## src/rtl/channel_fill_4.sv

```systemverilog
// channel_fill_4: reads one seed word from the seed channel, then writes COUNT
// words (seed, seed+STEP, ...) into the output channel and raises valid.
module channel_fill_4 #(
  parameter int unsigned             WIDTH = 32,
  parameter int unsigned             COUNT = 4,
  parameter logic [WIDTH-1:0]        STEP  = {{(WIDTH-1){1'b0}}, 1'b1}
) (
  input  logic             clk,
  input  logic             rst,
  output logic [WIDTH-1:0] out_in_data,
  output logic             out_read_valid,
  output logic             out_rst,
  output logic             out_write_valid,
  input  logic [WIDTH-1:0] out_out_data,
  input  logic             out_read_ready,
  input  logic             out_write_ready,
  output logic [WIDTH-1:0] seed_in_data,
  output logic             seed_read_valid,
  output logic             seed_rst,
  output logic             seed_write_valid,
  input  logic [WIDTH-1:0] seed_out_data,
  input  logic             seed_read_ready,
  input  logic             seed_write_ready,
  output logic             valid
);

  localparam int unsigned CW = $clog2(COUNT + 1);
  // cnt == LAST is the same test as cnt+1 == COUNT without widening the sum
  localparam logic [CW-1:0] LAST = CW'(COUNT - 1);

  typedef enum logic [2:0] {
    INIT,
    WAIT_SEED,
    READ_SEED,
    CAPTURE,
    WAIT_OUT,
    WRITE,
    INCR,
    DONE
  } state_t;

  state_t           state, state_next;
  logic [WIDTH-1:0] value;
  logic [CW-1:0]    cnt;

  logic unused_inputs;
  assign unused_inputs = ^{out_out_data, out_read_ready, seed_write_ready};

  // Channel lines this stage never drives
  assign out_read_valid   = 1'b0;
  assign out_rst          = 1'b0;
  assign seed_in_data     = '0;
  assign seed_rst         = 1'b0;
  assign seed_write_valid = 1'b0;
  assign out_in_data      = value;

  // State register
  always_ff @(posedge clk) begin
    if (rst) state <= INIT;
    else     state <= state_next;
  end

  // Datapath: seed capture, running value and word counter
  always_ff @(posedge clk) begin
    if (rst) begin
      value <= '0;
      cnt   <= '0;
    end else begin
      case (state)
        INIT:    cnt   <= '0;
        CAPTURE: value <= seed_out_data;
        INCR: begin
          value <= value + STEP;
          cnt   <= cnt + CW'(1);
        end
        default: ;
      endcase
    end
  end

  // Next-state and strobe decode
  always_comb begin
    state_next      = state;
    seed_read_valid = 1'b0;
    out_write_valid = 1'b0;
    valid           = 1'b0;
    case (state)
      INIT:      state_next = WAIT_SEED;
      WAIT_SEED: if (seed_read_ready) state_next = READ_SEED;
      READ_SEED: begin
        seed_read_valid = 1'b1;
        state_next      = CAPTURE;
      end
      CAPTURE:   state_next = WAIT_OUT;
      WAIT_OUT:  if (out_write_ready) state_next = WRITE;
      WRITE: begin
        out_write_valid = 1'b1;
        state_next      = INCR;
      end
      INCR:      state_next = (cnt == LAST) ? DONE : WAIT_OUT;
      DONE:      valid = 1'b1;
      default:   state_next = INIT;
    endcase
  end

endmodule

```

## config.mk

```make
export PLATFORM = sky130hd
export DESIGN_NAME = channel_fill_4
export DESIGN_NICKNAME = d
export VERILOG_FILES = /design/src/rtl/channel_fill_4.sv
export SDC_FILE = /design/constraint.sdc
export NUM_CORES = 1
export LEC_CHECK = 0
export ABC_AREA = 1
export CAP_MARGIN = 5
export CORE_UTILIZATION = 58
export DETAILED_ROUTE_END_ITERATION = 10
export DONT_BUFFER_PORTS = 1
export MAX_ROUTING_LAYER = met4
export PLACE_DENSITY = 0.83
export SETUP_SLACK_MARGIN = 0.15
export SYNTH_ARGS = -nofsm -noshare
export SYNTH_HDL_FRONTEND = slang
export SYNTH_SLANG_ARGS = --single-unit
```

## constraint.sdc

```tcl
create_clock -name clk -period 1.5 [get_ports clk]
set_input_delay 0.3 -clock clk [delete_from_list [all_inputs] [get_ports clk]]
set_output_delay 0.3 -clock clk [all_outputs]
set_load 0.01 [all_outputs]
```

Word level (Yosys, flattened, before mapping)
Cells that the tools add are included.
{ "totals": {"reg_bits": 38, "output_inout_bits": 71, "word_cells": 29} }
{ "op_classes": {"addsub": 2, "eq_ne": 10, "n_mux": 9, "n_reduce_logical": 5} }
{ "op_table": {"columns": ["cell", "n"], "rows": [
  ["$pmux 32 s2", 1],
  ["$add 32x1->32 const B", 1],
  ["$pmux 3 s7", 1],
  ["$eq 3x3->1 const B", 4],
  ["$eq 3x2->1 const B", 3],
  ["$reduce_bool 7->1", 1],
  ["$mux 3", 2],
  ["$pmux 3 s2", 1],
  ["$ne 2x2->1 const B", 2],
  ["$reduce_bool 2->1", 2],
  ["$add 3x1->3 const B", 1],
  ["$eq 3x1->1 const B", 1],
  ["$logic_not 3->1", 1],
  ["$mux 1", 3],
  ["$reduce_and 3->1", 1],
  ["$mux 2", 1]
]} }

Logic depth before layout (Yosys ltp)
Gate-level depths: netlist of run 1.
{ "depth": {"depth_word": 3, "ltp_mapped": 11, "ltp_nobuf": 11} }

Worst setup path after synthesis of run 1
Ideal clock, no wire load.
{ "synth_path": {"path_kind": "reg2reg", "startpoint": "register value[1], in the netlist out_in_data[1]", "endpoint": "register value[30], in the netlist out_in_data[30]", "t_arrival_ps": 1336, "required_time_ps": 1368, "setup_slack_ps": 32, "stages_incl_launch_ff": 11, "path_buffers": 0, "path_cell_list": "dfxtp_1 ha_1 nand2_2 nor2_4 nand2_1 nor2_2 nand2_1 nand2_1 nand3_1 nand2_1 a21oi_1"} }
{ "synth_via": {"elab_chain_cells": 2} }
{ "synth_rtl": {"columns": ["element", "line_no", "source"], "rows": [
  ["start, declared", "43", "logic [WIDTH-1:0] value;"],
  ["start signal, assigned", "71", "CAPTURE: value <= seed_out_data;"],
  ["start signal, assigned", "73", "value <= value + STEP;"],
  ["$add 32x1->32", "73", null],
  ["$pmux 32 s2", "69", "case (state)"]
]} }
No other way between the ends.
A chain may end at the register's enable or synchronous reset.

Worst setup path in the final report of run 1
{ "layout_path": {"startpoint": "register value[0], in the netlist out_in_data[0]", "endpoint": "register value[16], in the netlist out_in_data[16]"} }
The elaborated chain is that of the path after synthesis.

==> out/metrics.yaml, run 1 <==
status:
  status: "finished, final reports clean"
pwr:
  vdd_drop_max_uv: 850
  total_power_mw: 2.97
  seqPwrFrac_pct: 40.9
  comb_power_share_pct: 32.5
  p_clk_share_pct: 26.6
  switching_share_pct: 36.8
  p_leak_nw: 1.59
  power_switching_mw: 1.09
  p_per_area_mw_per_mm2: 756
  p_int_mw: 1.87
cells_and_area:
  fillers: 269
  drive_above_1_share_pct: 36.7
  syn_to_final_growth_pct: 34.1
  nets: 601
  antennaDiodeCount: 0
  multi_input_area_mm2: 0.00208
  area.sequential_um2: 806
  final_cells: 596
synth:
  synth.distinct_cells: 35
  ys_top_cells_by_count: "nand2_1, inv_1, nor2_1"
  yosysSeqAreaShare_pct: 26.0
  synthCells: 465
  avgSynthCellArea_um2: 6.29
  yosys_register_bits: 38
  synthTopCellsByArea: "dfxtp_1, nand2_1, buf_4"
  netlist.area_leader.share_pct: 26.0
  synth-edff-count: 0
  synth_top_area_cell: "dfxtp_1"
  synthFlopType: "dfxtp_1"
  async_reset_ff_share_pct: 0
  synth_warnings: 0
  synthesis.area_mm2: 0.00292
  synth_most_common_cell: "nand2_1"
clocking:
  cts.sink_count: 38
  htree_levels: 2
  clockBufferDepth: 2
  cts_hold_buffers: 0
  clock_latency_ns: 0.31
  cts_buffers: 5
  cts_tree: "yes"
  cts_root_buf: "clkbuf_8"
  path_clk_slew_ns: 0.08
setup_path:
  rrSetupSlack_ns: 0.02
  crit_end: "out_in_data[16]"
  crit_required_ns: 1.76
  r2r-end: "out_in_data[16]"
  crit_type: "reg2reg"
  cp.arrival_ns: 1.75
  start_kind: "flip-flop"
  reg2reg_from: "out_in_data[0]"
  path_max_fanout: 4
  end_kind: "flip-flop"
  r2r_cells: 9
  critPathLaunch: "out_in_data[0]"
timing:
  slew_viol_final: 0
  hold_viol_final: 0
  rsz0062_at_grt: "yes"
  min_period_ns: 1.48
  holdWs_ns: 0.0432
  setup_viol: 0
  fin_crit_sh_pct: 98.7
  fmax_ghz: 0.675
  fin_worst_skew_ns: 0.00667
floorplan:
  start_util_pct: 61.1
  num_rows: 25
  io_pins: 141
  core_area_mm2: 0.00479
  dieArea_mm2: 0.00533
  fp.dieW_um: 73.0
  die_h_um: 73.0
global_routing:
  grt_pass1_wl_um: 12600
  grt_pass1_vias: 2907
  grtUsageTotal_pct: 31.5
  antenna_found_initial: 0
  grt-ovfl-total: 0
  grt_start_max_net_pins: 33
placed_design:
  gp_congestion: 1.04
  portBuffers: 0
  post-place-cells: 564
  dp_hpwl_um: 5610
routing:
  avgViaCountPerCell: 5.73
  drc: 0
  drt-initial-drc-count: 369
  wire_per_inst_um: 17.1
  vias: 3418
  ant_nets: 0
  routed_wl_um: 10200
  drtPass1Iterations: 7
worst_hold_path:
  min_path_type: "in2reg"
run:
  cap_violations: 0
## power by group through the flow
stage / Clock [mW] / Sequential [mW] / Combinational [mW]
2_1_floorplan: 0 / 1.23 / 0.461
3_5_place_dp: 0 / 1.20 / 0.659
6_report: 0.789 / 1.21 / 0.963
5_1_grt: 0.828 / 1.22 / 1.01
3_3_place_gp: 0 / 1.20 / 0.636
4_1_cts: 0.776 / 1.19 / 0.730
## worst min-delay path by stage
stage / to / from / cells after the start / slack [ns]
3_5_place_dp: out_in_data[0] / rst / 1 / 0.36
4_1_cts: out_in_data[0] / rst / 1 / 0.04
5_1_grt: state[0] / rst / 1 / 0.03
2_1_floorplan: out_in_data[0] / rst / 1 / 0.36
6_report: out_in_data[7] / rst / 1 / 0.04
3_3_place_gp: out_in_data[0] / rst / 1 / 0.36
## through the flow
| step | TNS, ns | area, um2 | setup WS, ns | utilization [%] |
|---|---|---|---|---|
| 6_report | 0 | 3920 | 0.0189 | 82.0 |
| 5_1_grt | -0.265 | 3920 | -0.0930 | 82.0 |
| 4_1_cts | 0 | 3490 | 0.118 | 72.9 |
| 3_5_place_dp | 0 | 3210 | 0.00214 | 67.1 |
| 3_3_place_gp | 0 | 3210 | 0.0609 | 67.1 |
| 2_1_floorplan | 0 | 3070 | 0.165 | - |
## repair_timing
item	in CTS	in global routing
gates resized for setup	32	101
setup buffers	12	10
cloned	0	2
pin swaps	15	32
setup endpoints to repair	28	35
## placed cells by master (no fill, tap or decap), drive strengths merged, types with 7 or more instances in the layout
master and count:
o21ai 20, clkbuf 8, nand2 145, conb 36, buf 67, dfxtp 38, a21oi 24, o21a 7
nor2 58, inv 55, nand3 36
## routing by layer
layer / wire [um] / vias to the layer above / global-route usage (%) / share of wire, %
met5: 0 / - / - / 0
met2: 4970 / 252 / 54.6 / 49
met1: 3600 / 1556 / 34.5 / 35
met4: 653 / 0 / 13.9 / 6.4
met3: 957 / 71 / 6.63 / 9.4
li1: - / 1539 / - / -
## registers in the layout (all words and copies together), names as in the netlist
name and cells:
out_in_data 32, cnt 3, state 3
## logic make-up (layout without fill, tap and decap cells)
family	after synthesis	in the layout	share of synthesized area [%]
simple gates	251	251	39.9
buf+inv	103	132	18.5
compound gates	66	66	13.3
flops	38	38	26.0
fa+ha+maj	3	3	1.28
xor+xnor	3	3	0.899
other cells	1	36	0.128
## critical path: stages (launching register included)
cell	delay, ns
dfxtp_4	0.39
ha_4	0.17
nand3_1	0.14
nor2_4	0.18
nand2_1	0.14
nor2_2	0.14
a22oi_1	0.07
o21ai_1	0.08
nand2_1	0.06
inv_1	0.05
## final cells by class
| type | instances | area share [%] |
|---|---|---|
| well taps | 67 | 2.14 |
| repair buffers | 69 | 16.4 |
| clock buffers | 6 | 2.11 |
| multi-input cells | 359 | 53.0 |
| flip-flops and latches | 38 | 20.5 |
| clock inverters | 2 | 0.319 |
| inverters | 55 | 5.52 |
Power figures use the tool's default switching activity.
==> inputs of run 2 (changes only) <==
--- a/config.mk
+++ b/config.mk
@@ -6,12 +6,12 @@
 export NUM_CORES = 1
 export LEC_CHECK = 0
 export ABC_AREA = 1
+export BUFFER_PORTS_ARGS = -buffer_cell sky130_fd_sc_hd__buf_2
 export CAP_MARGIN = 5
-export CORE_UTILIZATION = 58
+export CORE_UTILIZATION = 43
 export DETAILED_ROUTE_END_ITERATION = 10
-export DONT_BUFFER_PORTS = 1
 export MAX_ROUTING_LAYER = met4
-export PLACE_DENSITY = 0.83
+export PLACE_DENSITY = 0.85
 export SETUP_SLACK_MARGIN = 0.15
 export SYNTH_ARGS = -nofsm -noshare
 export SYNTH_HDL_FRONTEND = slang
==> out/metrics.yaml, run 2 (synthesis results as in run 1) <==
routing:
  drtPass1Iterations: 8
  ant_nets: 0
  vias: 3281
  routed_wl_um: 8550
  drc: 5
  avgViaCountPerCell: 5.09
  drt-initial-drc-count: 173
  wire_per_inst_um: 13.3
timing:
  final.setup.tns_ns: 0
  hold_viol_final: 0
  fmax_ghz: 0.705
  rsz0062_at_grt: "yes"
  holdWs_ns: 0.279
  min_period_ns: 1.42
  setup_viol: 0
  slew_viol_final: 0
  setup_ws_ns: 0.0817
  fin_crit_sh_pct: 94.6
  fin_worst_skew_ns: 0.00289
run:
  cap_violations: 0
floorplan:
  die_h_um: 84.5
  fp.dieW_um: 84.5
  io_pins: 141
  core_area_mm2: 0.00646
  start_util_pct: 45.3
  num_rows: 29
  dieArea_mm2: 0.00713
cells_and_area:
  finish.utilization_pct: 59.9
  nets: 641
  final_cells: 645
  antennaDiodeCount: 0
  syn_to_final_growth_pct: 32.4
  final_cell_mix: "nand2_1, buf_2, inv_1"
  drive_above_1_share_pct: 38.0
  design_area_mm2: 0.00387
  layout_commonest_cell: "nand2_1"
  largest_register_ffs: 32
clocking:
  cts_tree: "yes"
  path_clk_slew_ns: 0.07
  clockBufferDepth: 2
  cts_buffers: 5
  htree_levels: 2
  cts.sink_count: 38
  clock_latency_ns: 0.30
  cts_hold_buffers: 0
  cts_root_buf: "clkbuf_8"
status:
  status: "finished with violations"
  violations: "design-rule violations"
global_routing:
  grt_pass1_vias: 3027
  grt_pass1_wl_um: 13200
  antenna_found_initial: 0
  grt_start_max_net_pins: 23
  grtUsageTotal_pct: 23.6
  grt-ovfl-total: 0
pwr:
  p_clk_share_pct: 25.9
  seqPwrFrac_pct: 44.7
  vdd_drop_max_uv: 475
  p_leak_nw: 1.70
  p_per_area_mw_per_mm2: 700
  power_switching_mw: 0.962
  p_int_mw: 1.75
  total_power_mw: 2.71
  comb_power_share_pct: 29.4
  switching_share_pct: 35.5
setup_path:
  start_kind: "flip-flop"
  crit_type: "reg2reg"
  crit_required_ns: 1.68
  path_max_fanout: 5
  path_cells: "nand2_1 > nor2_4 > nand2_4 > nor2_2 > nand2_1 > nand2_1 > nand3_1 > nand2_1 > a21oi_1"
  crit_path_frequent_cell: "nand2_1"
  cp.arrival_ns: 1.60
  slowest_delay_ns: 0.39
  crit_path_top_delay_cell: "dfxtp_2"
  end_kind: "flip-flop"
placed_design:
  dp_hpwl_um: 6030
  post-place-cells: 624
  post_dp_cell_area_mm2: 0.00340
  gp_congestion: 0.913
  portBuffers: 70
  pre_cts_slack_ns: 0.00438
worst_hold_path:
  min_path_type: "in2reg"
-- run 2: worst paths after layout --
kind,startpoint,end,slack (ns),cells past startpoint
max reg2reg,out_in_data[13],out_in_data[23],0.08,9
min reg2reg,cnt[2],cnt[2],0.47,2
max,out_in_data[13],out_in_data[23],0.08,9
min,seed_out_data[14],out_in_data[14],0.28,3
-- run 2: area by class of cell --
type | instances | area, um2
multi-input cells | 359 | 1990
inverters | 55 | 214
well taps | 77 | 96.3
clock buffers | 7 | 76.3
repair buffers | 109 | 689
flip-flops and latches | 38 | 808
fillers | 574 | 2590
-- run 2: layer usage --
metal / part of all wire (%) / global-route usage [%] / vias up
met3: 6.3 / 4.33 / 21
met4: 2.1 / 8.94 / 0
met5: 0 / - / -
met1: 41 / 27.0 / 1512
li1: - / - / 1617
met2: 50 / 41.1 / 131
-- run 2: power groups by stage --
| stage | combinational, mW | sequential, mW | clock [mW] |
|---|---|---|---|
| after floorplan | 0.461 | 1.23 | 0 |
| after global placement | 0.672 | 1.20 | 0 |
| after detailed placement | 0.698 | 1.21 | 0 |
| after CTS | 0.737 | 1.19 | 0.705 |
| after global routing | 0.875 | 1.22 | 0.742 |
| final | 0.797 | 1.21 | 0.701 |
-- run 2: worst max-delay path: cells and delay by family, from the launching register on --
kind	cells	cell delay (ns)
simple gates	8	0.85
compound gates	1	0.06
flops	1	0.39
-- run 2: timing repair --
item	CTS	global route
buffers inserted	9	5
gates resized for setup	34	68
pin swaps	12	21
setup endpoints to repair	28	31
==> inputs of run 3 (changes only) <==
--- a/config.mk
+++ b/config.mk
@@ -8,10 +8,11 @@
 export ABC_AREA = 1
 export BUFFER_PORTS_ARGS = -buffer_cell sky130_fd_sc_hd__buf_2
 export CAP_MARGIN = 5
-export CORE_UTILIZATION = 43
+export CORE_UTILIZATION = 44
+export CTS_BUF_LIST = sky130_fd_sc_hd__clkbuf_8
 export DETAILED_ROUTE_END_ITERATION = 10
 export MAX_ROUTING_LAYER = met4
-export PLACE_DENSITY = 0.85
+export PLACE_DENSITY = 0.87
 export SETUP_SLACK_MARGIN = 0.15
 export SYNTH_ARGS = -nofsm -noshare
 export SYNTH_HDL_FRONTEND = slang
==> constraint.sdc (replaced) <==
create_clock -name clk -period 1.2 [get_ports clk]
set_input_delay 0.24 -clock clk [delete_from_list [all_inputs] [get_ports clk]]
set_output_delay 0.24 -clock clk [all_outputs]
set_load 0.01 [all_outputs]
==> out/metrics.yaml, run 3 (synthesis results as in run 1) <==
routing:
  avgViaCountPerCell: 5.93
  routed_wl_um: 14700
  drc: 0
  wire_per_inst_um: 19.9
  drtPass1Iterations: 5
  drt-initial-drc-count: 508
  ant_nets: 0
  vias: 4385
status:
  violations: "negative setup slack"
  status: "finished with violations"
cells_and_area:
  layout_commonest_cell: "nand2_1"
  final_cells: 740
  fillers: 304
  antennaDiodeCount: 0
  nets: 735
  largest_register_ffs: 32
  drive_above_1_share_pct: 55.8
  final_cell_mix: "nand2_1, buf_6, buf_4"
  design_area_mm2: 0.00542
  syn_to_final_growth_pct: 85.2
floorplan:
  io_pins: 141
  core_area_mm2: 0.00639
  num_rows: 29
  dieArea_mm2: 0.00698
  fp.dieW_um: 83.5
  start_util_pct: 45.8
  die_h_um: 83.5
clocking:
  clockBufferDepth: 2
  htree_levels: 2
  cts_hold_buffers: 0
  cts.sink_count: 38
  cts_tree: "yes"
  cts_root_buf: "clkbuf_8"
  clock_latency_ns: 0.32
  path_clk_slew_ns: 0.10
  cts_buffers: 5
setup_path:
  rrSetupSlack_ns: -0.43
  start_kind: "flip-flop"
  reg2reg_from: "out_in_data[11]"
  crit_type: "reg2reg"
  r2r-end: "out_in_data[28]"
  cp.arrival_ns: 1.81
  end_kind: "flip-flop"
  crit_required_ns: 1.38
  path_max_fanout: 3
  r2r_cells: 9
pwr:
  p_leak_nw: 2.43
  p_per_area_mw_per_mm2: 837
  vdd_drop_max_uv: 945
worst_hold_path:
  hold-path-cell-count: 2
  min_path_type: "in2reg"
  min_from: "rst"
  holdPathEnd: "state[2]"
timing:
  setup_viol: 45
  rsz0062_at_grt: "yes"
  fin_crit_sh_pct: 136
  min_period_ns: 1.63
  slew_viol_final: 0
  fmax_ghz: 0.613
  final.setup.tns_ns: -10.53
  fin_worst_skew_ns: 0.0193
  setup_ws_ns: -0.430
  hold_viol_final: 0
placed_design:
  portBuffers: 70
  post_dp_cell_area_mm2: 0.00397
  gp_congestion: 0.912
  dp_hpwl_um: 6700
  post-place-cells: 675
global_routing:
  grt_start_max_net_pins: 27
  antenna_found_initial: 0
  grt_pass1_wl_um: 19300
  grt-ovfl-total: 0
  grt_pass1_vias: 4068
  grtUsageTotal_pct: 35.8
run:
  cap_violations: 0
run 3: area by class of cell:
class	instances	area [um2]	area share, %
multi-input cells	359	2200	40.6
repair buffers	200	1880	34.7
flip-flops and latches	38	867	16.0
inverters	55	246	4.55
well taps	77	96.3	1.78
clock buffers	6	82.6	1.52
repair inverters	3	38.8	0.716
clock inverters	2	8.76	0.162
run 3: worst max-delay path: stages (launching register included):
cell,delay (ns)
dfxtp_4,0.40
nand2_1,0.12
nor2_2,0.21
inv_2,0.10
nor2_4,0.18
nand2_1,0.12
nand2_1,0.13
nand3_1,0.10
nand2_1,0.08
a21oi_1,0.06
run 3: how the worst max path moves through the flow:
stage	from	to	slack, ns
after floorplan	out_in_data[0]	out_in_data[30]	-0.07
after global placement	out_in_data[0]	out_in_data[22]	-0.15
after detailed placement	out_in_data[0]	out_in_data[30]	-0.21
after CTS	state[0]	out_write_valid	-0.22
after global routing	out_in_data[1]	out_in_data[28]	-0.54
final	out_in_data[11]	out_in_data[28]	-0.43
run 3: report_power, final:
| part | total [mW] | switching (mW) | leakage, nW | internal [mW] |
|---|---|---|---|---|
| registers | 1.51 | 0.151 | 0.332 | 1.36 |
| logic | 2.03 | 0.997 | 2.04 | 1.03 |
| clock network | 0.995 | 0.538 | 0.0524 | 0.457 |
run 3: timing repair:
| item | 4_1_cts | 5_1_grt |
|---|---|---|
| pin swaps | 34 | 28 |
| endpoints found under the setup margin | 72 | 73 |
| resized for setup | 148 | 71 |
| cloned | 4 | 1 |
| buffers inserted | 33 | 19 |
run 3: metrics by stage:
stage | power [mW] | hold WS [ns] | worst slack (ns) | utilization [%]
2_1_floorplan | 2.20 | 0.297 | -0.0681 | -
3_3_place_gp | 2.54 | 0.452 | -0.148 | 62.2
3_5_place_dp | 2.59 | 0.462 | -0.207 | 62.2
4_1_cts | 4.05 | 0.175 | -0.218 | 77.8
5_1_grt | 4.67 | 0.179 | -0.545 | 84.8
6_report | 4.53 | 0.166 | -0.430 | 84.8
run 3: metal layers:
metal,share of wire (%),global-route usage [%],vias to the layer above
li1,-,-,1811
met1,33,38.6,1985
met2,47,61.2,427
met3,11,7.91,162
met4,8.9,19.4,0
met5,0,-,-
